## src/rtl/truth_table_driver.sv

```systemverilog
// Purpose: sweeps all 16 {a,b,c,d} vectors into a combinational lab block and checks f_dut against d & ~((a & b) | c).
// Latency: each vector is held SETTLE+1 cycles, so done rises 16*(SETTLE+1) edges after start is accepted.
// Backpressure: none; start is ignored while busy, and TTD_STOP_ON_FAIL_EN ends the sweep at the first mismatch.
module truth_table_driver #(
    parameter int unsigned SETTLE = 2
) (
    input  logic       clk,
    input  logic       rst_n,
    input  logic       start,
    output logic       a,
    output logic       b,
    output logic       c,
    output logic       d,
    input  logic       f_dut,
    output logic       busy,
    output logic       done,
    output logic       pass,
    output logic [4:0] err_count,
    output logic [3:0] fail_vec
);

    typedef enum logic [1:0] {
        IDLE  = 2'd0,
        DRIVE = 2'd1,
        CHECK = 2'd2,
        DONE  = 2'd3
    } state_t;

    // Value the settle counter holds on the last DRIVE cycle of a vector.
    localparam logic [3:0] SETTLE_LAST = 4'(SETTLE - 1);

    state_t     state, state_nxt;
    logic [3:0] idx, idx_nxt;
    logic [3:0] cnt, cnt_nxt;
    logic [4:0] err_nxt;
    logic [3:0] fv_nxt;
    logic       busy_nxt, done_nxt;
    logic       expected, mismatch;

    // The stimulus pins are the index register bits, so they come straight from flops.
    assign a = idx[3];
    assign b = idx[2];
    assign c = idx[1];
    assign d = idx[0];

    assign expected = idx[0] & ~((idx[3] & idx[2]) | idx[1]);
    assign mismatch = f_dut ^ expected;
    assign pass     = done & (err_count == 5'd0);

    // Sequencer state and result registers; reset clears everything immediately.
    always_ff @(posedge clk or negedge rst_n) begin
        if (!rst_n) begin
            state     <= IDLE;
            idx       <= 4'd0;
            cnt       <= 4'd0;
            err_count <= 5'd0;
            fail_vec  <= 4'd0;
            busy      <= 1'b0;
            done      <= 1'b0;
        end else begin
            state     <= state_nxt;
            idx       <= idx_nxt;
            cnt       <= cnt_nxt;
            err_count <= err_nxt;
            fail_vec  <= fv_nxt;
            busy      <= busy_nxt;
            done      <= done_nxt;
        end
    end

    // Next-state and datapath updates: hold the vector SETTLE cycles, then sample once.
    always_comb begin
        state_nxt = state;
        idx_nxt   = idx;
        cnt_nxt   = cnt;
        err_nxt   = err_count;
        fv_nxt    = fail_vec;
        busy_nxt  = busy;
        done_nxt  = done;
        case (state)
            IDLE, DONE: begin
                if (start) begin
                    idx_nxt   = 4'd0;
                    cnt_nxt   = 4'd0;
                    err_nxt   = 5'd0;
                    fv_nxt    = 4'd0;
                    done_nxt  = 1'b0;
                    busy_nxt  = 1'b1;
                    state_nxt = DRIVE;
                end
            end
            DRIVE: begin
                cnt_nxt = cnt + 4'd1;
                if (cnt == SETTLE_LAST) begin
                    state_nxt = CHECK;
                end
            end
            CHECK: begin
                if (mismatch) begin
                    err_nxt = err_count + 5'd1;
                    if (err_count == 5'd0) begin
                        fv_nxt = idx;
                    end
                end
`ifdef TTD_STOP_ON_FAIL_EN
                if (mismatch || idx == 4'd15) begin
`else
                if (idx == 4'd15) begin
`endif
                    state_nxt = DONE;
                    busy_nxt  = 1'b0;
                    done_nxt  = 1'b1;
                end else begin
                    idx_nxt   = idx + 4'd1;
                    cnt_nxt   = 4'd0;
                    state_nxt = DRIVE;
                end
            end
            default: begin
                state_nxt = IDLE;
            end
        endcase
    end

endmodule
```

## config.mk

```make
export PLATFORM = sky130hd
export DESIGN_NAME = truth_table_driver
export DESIGN_NICKNAME = d
export VERILOG_FILES = /design/src/rtl/truth_table_driver.sv
export SDC_FILE = /design/constraint.sdc
export NUM_CORES = 1
export LEC_CHECK = 0
export BUFFER_PORTS_ARGS = -buffer_cell sky130_fd_sc_hd__buf_2
export CAP_MARGIN = 20
export CELL_PAD_IN_SITES_DETAIL_PLACEMENT = 0
export CELL_PAD_IN_SITES_GLOBAL_PLACEMENT = 2
export CORE_MARGIN = 3
export CORE_UTILIZATION = 36
export DETAILED_ROUTE_END_ITERATION = 10
export HOLD_SLACK_MARGIN = 0.06
export PLACE_DENSITY = 0.87
export SKIP_LAST_GASP = 1
export SYNTH_ARGS = -nofsm -noshare
export SYNTH_HDL_FRONTEND = slang
export SYNTH_SLANG_ARGS = --single-unit
```

## constraint.sdc

```tcl
create_clock -name clk -period 2.9 [get_ports clk]
set_clock_uncertainty 0.15 [all_clocks]
set_input_delay 0.435 -clock clk [delete_from_list [all_inputs] [get_ports clk]]
set_output_delay 0.435 -clock clk [all_outputs]
set_load 0.005 [all_outputs]
```

==> flow_summary.ini <==
[timing]
worst_slew_pin_slew_ns = 0.754
clock.fmax_mhz = 424
min_period_over_period = 0.814
slew_viol_final = 0
fin_setup_tns_ns = 0
fin_worst_hold_slack_ns = 0.305
finalCriticalPeriod_ns = 2.36
slew_headroom = 0.497
setup_ws_ns = 0.541
rsz0062_at_grt = false
hold_viol = 0
setup_viol = 0

[outcome]
run_status = finished clean

[drt]
wirelength_um = 3010
vias = 1191
drt_iter0_markers = 52
wire_per_inst_um = 14.4
drc_errors = 0
via_per_inst = 5.70
ant_nets = 0
drtPass1Iterations = 4

[critical_path]
crit_chain = inv_1 -> ha_1 -> or4b_1 -> nor2_1 -> buf_2
start_kind = flip-flop
max_stage_delay_ns = 0.51
reg2regPathDepth = 6
critical_path.slowest_cell = or4b_1
path_class = reg2out
endpoint_kind = primary output
worstReg2RegStart = state[0]
timing.rr.end = fail_vec[0]
cp.arrival_ns = 1.77
worstPathMaxFanout = 4
r2r_setup_slack_ns = 0.59
required_ns = 2.32

[power_and_ir_drop]
power_frac_clock = 0.142
power_frac_comb = 0.476
pwr_density_cell_nw_per_um2 = 699
p_total_mw = 1.03
p_switching_mw = 0.458
vdd_drop_max_mv = 0.253
seq_power_share = 0.381
p_int_mw = 0.571
p_leak_nw = 0.661
p_sw_frac = 0.445

[floorplan]
pin_count = 20
dieArea_um2 = 4410
initial_core_util = 0.384
die_y_um = 66.4
die_w_um = 66.4
rows = 21
core_um2 = 3420

[placed_design]
place_hpwl_um = 2170
portBuffers = 19
place_area_um2 = 1440
routabilityCongestion = 0.784
pre_cts_ws_ns = 0.669

[cells_and_area]
fillCellCount = 343
syn2layout_area_growth_pct = 12.1
fin_nets = 176
design_area_um2 = 1470
num_antenna_cells = 0
layout_commonest_cell = nand2_1
drive_gt1_frac = 0.172
final_cell_mix = nand2_1 (23), dfrtp_1 (21), buf_2 (19)

[logic_synthesis]
synth.distinct_cells = 38
ys_ff_latch = 21
syn_area_per_cell_um2 = 9.05
syn_area_um2 = 1310
ys_dominant_reg_cell = dfrtp_1
ys_seq_area_frac = 0.400
yosysWarnings = 0
netlist_instances = 145
synthesis.nets = 157
async_flop_share = 1.00
synth_edf_count = 0

[clock_network]
cts_resized = 0
clock-sinks = 21
cts_buffers = 3
path_clk_slew_ns = 0.12
cts_tree = done
root_buffer = clkbuf_4
htree_num_levels = 1
clk-insertion-delay-late_ns = 0.30
clock_path_buffers = 2

[grt]
overflow = 0
grt_max_degree = 22
grt_pass1_vias = 1073
antenna_found_initial = 0
grt_pass1_wl_um = 4910
grt_usage = 0.143

[min_path]
worstHoldEndpoint = busy
hp-start = start
hold_class = in2reg
holdPathStages = 3

[job]
drv_cap = 0
-- worst max path at each step --
stage / startpoint / endpoint / slack (ns)
after CTS: err_count[0] / pass / 0.53
after global placement: state[0] / fail_vec[3] / 0.77
final: err_count[0] / pass / 0.54
after detailed placement: state[0] / fail_vec[0] / 0.67
after floorplan: state[0] / err_count[4] / 0.95
after global routing: state[0] / fail_vec[0] / 0.45
-- flip-flops by register name, summed over array words and instances (netlist names) --
register / flops
err_count: 5
busy: 1
cnt: 4
done: 1
state: 2
fail_vec: 4
idx: 4
-- per-layer routing --
metal	global-route usage	vias up	share of wire
met1	0.179	580	0.47
met5	0	-	0
met4	0.0711	0	0.022
met2	0.234	34	0.46
met3	0.0272	9	0.041
li1	-	568	-
-- power by group through the flow --
stage               registers (mW)  logic (mW)  clock network, mW
floorplan                    0.386       0.379                  0
global placement             0.393       0.480                  0
detailed placement           0.398       0.485                  0
CTS                          0.393       0.490              0.152
global route                 0.400       0.550              0.162
finish                       0.393       0.490              0.146
-- worst max-delay path, delay by kind of cell (launching register included) --
kind / cells / cell delay, ns
fa+ha+maj: 1 / 0.17
buf+inv: 2 / 0.25
flops: 1 / 0.43
simple gates: 2 / 0.62
-- layout make-up --
type	instances	area, µm²	area share
Clock buffer	4	26.3	0.0179
Inverter	8	30.0	0.0204
Multi-Input combinational cell	109	719	0.489
Sequential cell	21	526	0.357
Tap cell	46	57.6	0.0391
Timing Repair Buffer	21	113	0.0765
-- per-stage QoR --
step,std cells,util
final,209,0.431
after detailed placement,204,0.420
after floorplan,145,-
after global routing,209,0.431
after global placement,204,0.420
after CTS,209,0.431
-- Yosys cell counts (2+ instances only) --
library cell  number  area share
nand2b_1           4       0.019
buf_2              3       0.011
o311ai_0           2       0.013
nor3_1             3       0.011
o21a_1             2       0.011
mux2i_1            3       0.023
o211ai_1           6       0.034
or4b_1             2       0.015
nand3_1            6       0.023
a21oi_1            8       0.031
clkbuf_1           3      0.0086
o21ai_0            7       0.027
nand2_1           23       0.066
or2_2              2      0.0095
nor2_1             7       0.020
or3_1              2      0.0095
o2111ai_1          6       0.040
ha_1               8       0.076
nand4_1            2      0.0095
dfrtp_1           21        0.40
inv_1              8       0.023
-- timing repair --
action	4_1_cts	5_1_grt
setup buffers	0	0
setup endpoints to repair	0	0
endpoints found under the hold margin	21	0
hold buffers	1	0
-- cell families (layout without fill, tap and decap cells) --
| family | count (synthesis) | after routing | share of synthesized area |
|---|---|---|---|
| DFF | 21 | 21 | 0.400 |
| adders and majority gates | 8 | 8 | 0.0763 |
| buffers and inverters | 15 | 33 | 0.0515 |
| AOI/OAI and AO/OA | 39 | 39 | 0.217 |
| muxes | 4 | 4 | 0.0315 |
| and+or+nand+nor | 58 | 58 | 0.223 |
(Power assumes the default switching activity.)
